**src/rtl/apb_select_handshake_pkg.sv**
```systemverilog
// Shared types and defaults for the APB select/enable/ready handshake slice.
// Optional feature macro used by the top: APB_LINK_TIMEOUT_EN.
package apb_link_pkg;

  typedef enum logic [1:0] {
    IDLE   = 2'd0,
    SETUP  = 2'd1,
    ACCESS = 2'd2
  } apb_state_e;

  localparam int unsigned DEF_NO_OF_SLAVES = 1;
  localparam int unsigned DEF_DATA_WIDTH   = 32;
  localparam int unsigned DEFAULT_TIMEOUT  = 50;

  // Index width for slave selection; a single slave still gets a 1-bit field.
  function automatic int unsigned sel_width(input int unsigned n);
    return (n > 1) ? $clog2(n) : 1;
  endfunction

endpackage

```
**src/rtl/apb_select_handshake_if.sv**
```systemverilog
// Command/response and observed APB signals of apb_select_handshake.
// The DUT connects through the slave modport; a command source uses master.
interface apb_select_handshake_if
  import apb_link_pkg::*;
#(
  parameter int unsigned NO_OF_SLAVES = DEF_NO_OF_SLAVES,
  parameter int unsigned DATA_WIDTH   = DEF_DATA_WIDTH
);
  localparam int unsigned SEL_W = sel_width(NO_OF_SLAVES);

  logic                    req_valid;
  logic                    req_ready;
  logic [SEL_W-1:0]        req_slave;
  logic                    req_write;
  logic [DATA_WIDTH-1:0]   req_wdata;
  logic                    rsp_valid;
  logic [DATA_WIDTH-1:0]   rsp_rdata;
  logic                    rsp_err;
  logic [NO_OF_SLAVES-1:0] pselx;
  logic                    penable;
  logic                    pready;

  modport master (
    output req_valid, req_slave, req_write, req_wdata,
    input  req_ready, rsp_valid, rsp_rdata, rsp_err, pselx, penable, pready
  );

  modport slave (
    input  req_valid, req_slave, req_write, req_wdata,
    output req_ready, rsp_valid, rsp_rdata, rsp_err, pselx, penable, pready
  );

endinterface

```
**src/rtl/apb_select_handshake_responder.sv**
```systemverilog
// One APB responder: wait counter, registered pready and a single data register.
module apb_slave_responder #(
  parameter int unsigned DATA_WIDTH = 32,
  parameter int unsigned SLAVE_WAIT = 1
) (
  input  logic                  clk,
  input  logic                  rst_n,
  input  logic                  i_psel,
  input  logic                  i_penable,
  input  logic                  i_pwrite,
  input  logic [DATA_WIDTH-1:0] i_pwdata,
  output logic                  o_pready,
  output logic [DATA_WIDTH-1:0] o_prdata
);

  logic [3:0]            r_cnt;
  logic                  r_pready;
  logic [DATA_WIDTH-1:0] r_data;
  logic                  w_complete;

  assign w_complete = i_psel & i_penable & r_pready;

  // pready rises SLAVE_WAIT+1 edges after psel is first sampled; losing psel restarts the wait.
  always_ff @(posedge clk or negedge rst_n) begin
    if (!rst_n) begin
      r_cnt    <= '0;
      r_pready <= 1'b0;
    end else if (!i_psel) begin
      r_cnt    <= '0;
      r_pready <= 1'b0;
    end else if (r_pready) begin
      if (i_penable) begin
        r_cnt    <= '0;
        r_pready <= 1'b0;
      end
    end else if (r_cnt == 4'(SLAVE_WAIT)) begin
      r_pready <= 1'b1;
    end else begin
      r_cnt <= r_cnt + 4'd1;
    end
  end

  always_ff @(posedge clk or negedge rst_n) begin
    if (!rst_n) begin
      r_data <= '0;
    end else if (w_complete && i_pwrite) begin
      r_data <= i_pwdata;
    end
  end

  assign o_pready = r_pready;
  assign o_prdata = r_data;

endmodule

```
**src/rtl/apb_select_handshake.sv**
```systemverilog
// APB-style requester FSM plus NO_OF_SLAVES responders and one-hot select/ready routing.
// Define APB_LINK_TIMEOUT_EN to abort ACCESS phases that wait TIMEOUT_CYCLES without pready.
module apb_select_handshake
  import apb_link_pkg::*;
#(
  parameter int unsigned NO_OF_SLAVES = DEF_NO_OF_SLAVES,
  parameter int unsigned DATA_WIDTH   = DEF_DATA_WIDTH,
  parameter int unsigned SLAVE_WAIT   = 1
`ifdef APB_LINK_TIMEOUT_EN
  ,
  parameter int unsigned TIMEOUT_CYCLES = DEFAULT_TIMEOUT
`endif
) (
  input logic                  clk,
  input logic                  rst_n,
  apb_select_handshake_if.slave bus
);

  localparam int unsigned SEL_W = sel_width(NO_OF_SLAVES);

  apb_state_e              r_state;
  apb_state_e              w_state_nxt;
  logic [SEL_W-1:0]        r_slave;
  logic                    r_write;
  logic [DATA_WIDTH-1:0]   r_wdata;
  logic                    r_rsp_valid;
  logic [DATA_WIDTH-1:0]   r_rsp_rdata;
  logic                    r_rsp_err;
  logic [NO_OF_SLAVES-1:0] w_pselx;
  logic [NO_OF_SLAVES-1:0] w_pready_vec;
  logic [DATA_WIDTH-1:0]   w_prdata [NO_OF_SLAVES];
  logic [DATA_WIDTH-1:0]   w_prdata_sel;
  logic                    w_penable;
  logic                    w_pready;
  logic                    w_accept;
  logic                    w_done;
  logic                    w_timeout;

  // An out-of-range index decodes to no select at all.
  always_comb begin
    w_pselx = '0;
    for (int unsigned i = 0; i < NO_OF_SLAVES; i++) begin
      w_pselx[i] = (r_state != IDLE) && (r_slave == SEL_W'(i));
    end
  end

  always_comb begin
    w_prdata_sel = '0;
    for (int unsigned i = 0; i < NO_OF_SLAVES; i++) begin
      if (w_pselx[i]) w_prdata_sel = w_prdata[i];
    end
  end

  assign w_penable = (r_state == ACCESS);
  assign w_pready  = $onehot(w_pselx) && |(w_pselx & w_pready_vec);

`ifdef APB_LINK_TIMEOUT_EN
  localparam int unsigned TO_W = $clog2(TIMEOUT_CYCLES + 1);
  logic [TO_W-1:0] r_to_cnt;

  always_ff @(posedge clk or negedge rst_n) begin
    if (!rst_n)                  r_to_cnt <= '0;
    else if (r_state == ACCESS)  r_to_cnt <= r_to_cnt + TO_W'(1);
    else                         r_to_cnt <= '0;
  end

  assign w_timeout = (r_state == ACCESS) && !w_pready &&
                     (r_to_cnt == TO_W'(TIMEOUT_CYCLES - 1));
`else
  assign w_timeout = 1'b0;
`endif

  always_comb begin
    w_state_nxt = r_state;
    w_accept    = 1'b0;
    w_done      = 1'b0;
    case (r_state)
      IDLE: begin
        if (bus.req_valid) begin
          w_accept    = 1'b1;
          w_state_nxt = SETUP;
        end
      end
      SETUP:  w_state_nxt = ACCESS;
      ACCESS: begin
        if (w_pready || w_timeout) begin
          w_done      = 1'b1;
          w_state_nxt = IDLE;
        end
      end
      default: w_state_nxt = IDLE;
    endcase
  end

  always_ff @(posedge clk or negedge rst_n) begin
    if (!rst_n) begin
      r_state     <= IDLE;
      r_slave     <= '0;
      r_write     <= 1'b0;
      r_wdata     <= '0;
      r_rsp_valid <= 1'b0;
      r_rsp_rdata <= '0;
      r_rsp_err   <= 1'b0;
    end else begin
      r_state     <= w_state_nxt;
      r_rsp_valid <= w_done;
      if (w_accept) begin
        r_slave <= bus.req_slave;
        r_write <= bus.req_write;
        r_wdata <= bus.req_wdata;
      end
      if (w_done) begin
        r_rsp_rdata <= (r_write || w_timeout) ? '0 : w_prdata_sel;
        r_rsp_err   <= w_timeout;
      end
    end
  end

  for (genvar g = 0; g < NO_OF_SLAVES; g++) begin : g_slave
    apb_slave_responder #(
      .DATA_WIDTH (DATA_WIDTH),
      .SLAVE_WAIT (SLAVE_WAIT)
    ) u_slave (
      .clk       (clk),
      .rst_n     (rst_n),
      .i_psel    (w_pselx[g]),
      .i_penable (w_penable),
      .i_pwrite  (r_write),
      .i_pwdata  (r_wdata),
      .o_pready  (w_pready_vec[g]),
      .o_prdata  (w_prdata[g])
    );
  end

  assign bus.req_ready = (r_state == IDLE);
  assign bus.rsp_valid = r_rsp_valid;
  assign bus.rsp_rdata = r_rsp_rdata;
  assign bus.rsp_err   = r_rsp_err;
  assign bus.pselx     = w_pselx;
  assign bus.penable   = w_penable;
  assign bus.pready    = w_pready;

endmodule

```
**src/flat_wrapper.sv**
```systemverilog
// flat-port wrapper written by rule: the top's interface ports become plain ports
module apb_select_handshake_flat import apb_link_pkg::*;
#(
  parameter int unsigned NO_OF_SLAVES = DEF_NO_OF_SLAVES,
  parameter int unsigned DATA_WIDTH   = DEF_DATA_WIDTH,
  parameter int unsigned SLAVE_WAIT   = 1

)
  (clk, rst_n, bus_req_valid, bus_req_slave, bus_req_write, bus_req_wdata, bus_req_ready, bus_rsp_valid, bus_rsp_rdata, bus_rsp_err, bus_pselx, bus_penable, bus_pready);
  apb_select_handshake_if #(.NO_OF_SLAVES(NO_OF_SLAVES), .DATA_WIDTH(DATA_WIDTH)) bus_i ();
  input logic clk;
  input logic rst_n;
  input wire logic [$bits(bus_i.req_valid)-1:0] bus_req_valid;
  input wire logic [$bits(bus_i.req_slave)-1:0] bus_req_slave;
  input wire logic [$bits(bus_i.req_write)-1:0] bus_req_write;
  input wire logic [$bits(bus_i.req_wdata)-1:0] bus_req_wdata;
  output wire logic [$bits(bus_i.req_ready)-1:0] bus_req_ready;
  output wire logic [$bits(bus_i.rsp_valid)-1:0] bus_rsp_valid;
  output wire logic [$bits(bus_i.rsp_rdata)-1:0] bus_rsp_rdata;
  output wire logic [$bits(bus_i.rsp_err)-1:0] bus_rsp_err;
  output wire logic [$bits(bus_i.pselx)-1:0] bus_pselx;
  output wire logic [$bits(bus_i.penable)-1:0] bus_penable;
  output wire logic [$bits(bus_i.pready)-1:0] bus_pready;
  assign bus_i.req_valid = bus_req_valid;
  assign bus_i.req_slave = bus_req_slave;
  assign bus_i.req_write = bus_req_write;
  assign bus_i.req_wdata = bus_req_wdata;
  assign bus_req_ready = bus_i.req_ready;
  assign bus_rsp_valid = bus_i.rsp_valid;
  assign bus_rsp_rdata = bus_i.rsp_rdata;
  assign bus_rsp_err = bus_i.rsp_err;
  assign bus_pselx = bus_i.pselx;
  assign bus_penable = bus_i.penable;
  assign bus_pready = bus_i.pready;
  apb_select_handshake #(.NO_OF_SLAVES(NO_OF_SLAVES), .DATA_WIDTH(DATA_WIDTH), .SLAVE_WAIT(SLAVE_WAIT)) u_core (.clk(clk), .rst_n(rst_n), .bus(bus_i));
endmodule
```
**config.mk**
```make
export PLATFORM = sky130hd
export DESIGN_NAME = apb_select_handshake_flat
export DESIGN_NICKNAME = d
export VERILOG_FILES = /design/src/rtl/apb_select_handshake_pkg.sv /design/src/rtl/apb_select_handshake_if.sv /design/src/rtl/apb_select_handshake_responder.sv /design/src/rtl/apb_select_handshake.sv /design/src/flat_wrapper.sv
export SDC_FILE = /design/constraint.sdc
export NUM_CORES = 1
export LEC_CHECK = 0
export ABC_AREA = 1
export CELL_PAD_IN_SITES_DETAIL_PLACEMENT = 1
export CELL_PAD_IN_SITES_GLOBAL_PLACEMENT = 1
export CORE_MARGIN = 2
export CORE_UTILIZATION = 35
export DETAILED_ROUTE_END_ITERATION = 12
export GPL_TIMING_DRIVEN = 0
export HOLD_SLACK_MARGIN = 0.15
export PLACE_DENSITY = 0.74
export RECOVER_POWER = 25
export REMOVE_ABC_BUFFERS = 1
export SLEW_MARGIN = 10
export SYNTH_ARGS = -nofsm -noshare
export SYNTH_HDL_FRONTEND = slang
export SYNTH_SLANG_ARGS = --single-unit
```
**constraint.sdc**
```tcl
create_clock -name clk -period 1.07 [get_ports clk]
set_input_delay 0.1605 -clock clk [delete_from_list [all_inputs] [get_ports clk]]
set_output_delay 0.1605 -clock clk [all_outputs]
set_load 0.02 [all_outputs]
```
==> results.sh <==
export IMPL_end_kind="register"
export IMPL_fin_skew_ns=0.0104
export IMPL_syn_instance_count=482
export IMPL_cts_root_buf="clkbuf_16"
export IMPL_wl_per_cell_um=21.4
export IMPL_crit_fanout=7
export IMPL_violations="setup timing"
export IMPL_slew_limit_headroom=0.491
export IMPL_cp_arrival_ns=1.77
export IMPL_power_mw=17.9
export IMPL_place_area_um2=5110
export IMPL_hold_slack_ns=0.333
export IMPL_via_per_inst=5.20
export IMPL_synthTopCellsByCount="nand2_1, dfrtp_1, nand3_1"
export IMPL_rsz0062_at_grt="yes"
export IMPL_num_rows=40
export IMPL_cts_buffer_depth=2
export IMPL_die_w_um=115
export IMPL_overflow=0
export IMPL_criticalPathCategory="reg2reg"
export IMPL_die_area_um2=13200
export IMPL_drv_cap=0
export IMPL_dr_pass1_iters=4
export IMPL_clk_latency_ns=0.36
export IMPL_drc=0
export IMPL_finalMaxSlewViolations=0
export IMPL_placedCellCount=678
export IMPL_min_period_ns=1.48
export IMPL_fmax_ghz=0.677
export IMPL_yosysWarnings=0
export IMPL_stdcell_area_um2=6950
export IMPL_reg2reg_depth=8
export IMPL_cts_tree="done"
export IMPL_syn_area_um2=4300
export IMPL_start_kind="register"
export IMPL_synthArstFlopShare=1.00
export IMPL_register_area_um2=2660
export IMPL_yosys_cell_count_top_type="nand2_1"
export IMPL_cts_buffers=9
export IMPL_antenna_found_initial=0
export IMPL_gr_usage_all_layers=0.215
export IMPL_finalCritPeriodShare=1.38
export IMPL_worst_slack_ns=-0.408
export IMPL_initial_core_util=0.358
export IMPL_synth_top_area_cell="dfrtp_1"
export IMPL_die_h_um=115
export IMPL_synth_area_per_cell_um2=8.92
export IMPL_synth_top_flop_cell="dfrtp_1"
export IMPL_powerDensity_nw_per_um2=2580
export IMPL_synth_seq_cells=106
export IMPL_area_growth_pct=61.8
export IMPL_hp_start="bus_req_wdata[21]"
export IMPL_gp_congestion=0.713
export IMPL_core_area_um2=12000
export IMPL_fill_cells=1330
export IMPL_synth_enable_flop_cells=0
export IMPL_outcome="complete, but fails checks"
export IMPL_grt_max_degree=84
export IMPL_multi_input_area_um2=2100
export IMPL_cts_sinks=106
export IMPL_synth_area_leaders="dfrtp_1, nand2_1, nand3_1"
export IMPL_cp_required_ns=1.36
export IMPL_dpl_hpwl_mm=6.31
export IMPL_drive_above_1_share=0.438
export IMPL_cts_htree_levels=3
export IMPL_yosysSeqAreaShare=0.617
export IMPL_ant_nets=0
export IMPL_diodes=0
export IMPL_hold_viol=0
export IMPL_crit_start="u_core.r_slave"
export IMPL_p_leak_nw=3.40
export IMPL_yosys_cell_types_count=20
export IMPL_grt_pass1_vias=3963
export IMPL_setup_viol=197
export IMPL_hp_class="in2reg"
export IMPL_tightest_slew_ns=0.763
export IMPL_final_nets=668
export IMPL_clk_pin_slew_ns=0.08
export IMPL_vdd_drop_max_mv=1.08
export IMPL_vias=4064
export IMPL_routed_wl_mm=16.7
export IMPL_fin_tns_setup_ns=-44.30
export IMPL_synth_top_area_share=0.617
export IMPL_stdcell_count=781
export IMPL_r2r_start="u_core.r_slave"
export IMPL_io_buffers=73
export IMPL_ioPinCount=75
export IMPL_drtIter0Drc=163
export IMPL_hold_depth=3
export IMPL_grt_pass1_wl_mm=21.3
-- registers in the layout, indices dropped and copies added, names as in the netlist --
signal / cells
u_core.g_slave.u_slave.o_prdata: 32
u_core.g_slave.u_slave.r_cnt: 4
u_core.g_slave.u_slave.o_pready: 1
u_core.bus.rsp_rdata: 32
u_core.bus.rsp_valid: 1
u_core.r_state: 2
u_core.r_write: 1
u_core.r_slave: 1
u_core.r_wdata: 32
-- through the flow --
step | setup WS (ns) | util
2_1_floorplan | -1.77 | -
3_3_place_gp | -4.24 | 0.419
3_5_place_dp | -1.40 | 0.425
4_1_cts | -0.339 | 0.489
5_1_grt | -0.493 | 0.579
6_report | -0.408 | 0.579
-- routing by layer --
metal | vias to the layer above | share of wire | track usage
li1 | 1830 | - | -
met1 | 2075 | 0.40 | 0.263
met2 | 114 | 0.52 | 0.378
met3 | 45 | 0.040 | 0.0322
met4 | 0 | 0.036 | 0.0988
met5 | - | 0 | 0
-- kinds of logic after synthesis --
| group | count (synthesis) | synth area share |
|---|---|---|
| buffers and inverters | 40 | 0.0512 |
| and+or+nand+nor | 297 | 0.283 |
| DFF | 106 | 0.617 |
| AOI/OAI and AO/OA | 36 | 0.0419 |
| adders and majority gates | 2 | 0.00582 |
| other | 1 | 0.000873 |
-- power by group --
| part | internal [mW] | total (mW) | switching, mW | leakage (nW) |
|---|---|---|---|---|
| Combinational | 3.15 | 7.56 | 4.41 | 1.83 |
| Sequential | 5.35 | 6.54 | 1.19 | 1.40 |
| Clock | 2.28 | 3.84 | 1.56 | 0.166 |
-- timing repair --
action	in CTS	in global routing
pin swaps	12	42
gates cloned	11	15
endpoints found under the setup margin	142	138
hold buffers	1	0
buffers inserted	28	38
hold endpoints to repair	106	0
gates resized for setup	177	234
-- area by class of cell --
class                      instances  share of cell area
clock inverter                     6              0.0151
timing repair buffer             144               0.215
clock buffer                      10              0.0329
inverter                          12              0.0101
tap                              147              0.0265
multi-input combinational        349               0.303
timing repair inverter             7              0.0151
sequential                       106               0.382
-- path summary, 6_finish.rpt --
check	to	slack [ns]
setup / recovery	u_core.g_slave[0].u_slave.o_prdata[8]	-0.41
hold / removal	u_core.r_wdata[21]	0.33
setup reg to reg	u_core.g_slave[0].u_slave.o_prdata[8]	-0.41
hold reg to reg	u_core.g_slave[0].u_slave.o_prdata[15]	0.48
max in group asynchronous	u_core.r_wdata[16]	-0.15
min in group asynchronous	u_core.g_slave[0].u_slave.r_cnt[3]	0.37
-- worst max-delay path: stages, from the launching register on --
cell     delay, ns
dfrtp_2       0.45
inv_2         0.10
nand4_1       0.11
buf_6         0.18
buf_12        0.13
nor2_4        0.14
buf_6         0.17
nand2_2       0.05
nand2_1       0.07
-- cell usage in the layout (no fill, tap or decap), types with 2 or more instances in the layout --
cell type        synthesis  routed
nand2_1                241     135
dfrtp_1                106     101
nand2_2                  2      88
buf_4                    2      41
nand3_1                 37      34
clkdlybuf4s50_1          0      34
buf_6                    6      33
o21ai_1                 10      18
nand2_4                  0      18
o21ai_0                 26      12
clkbuf_16                0      12
buf_12                   0      12
nand2_8                  0      11
buf_2                   14      11
inv_1                    9       7
nor2_4                   2       7
nand4_1                  7       7
clkinv_8                 0       5
o21ai_2                  0       5
clkbuf_2                 0       5
dfrtp_2                  0       5
inv_2                    2       3
nor2_1                   6       3
bufinv_16                0       3
clkinv_2                 0       3
buf_8                    0       3
nor2_2                   0       2
nand3_2                  0       2
ha_1                     2       2
(Power assumes the default switching activity.)
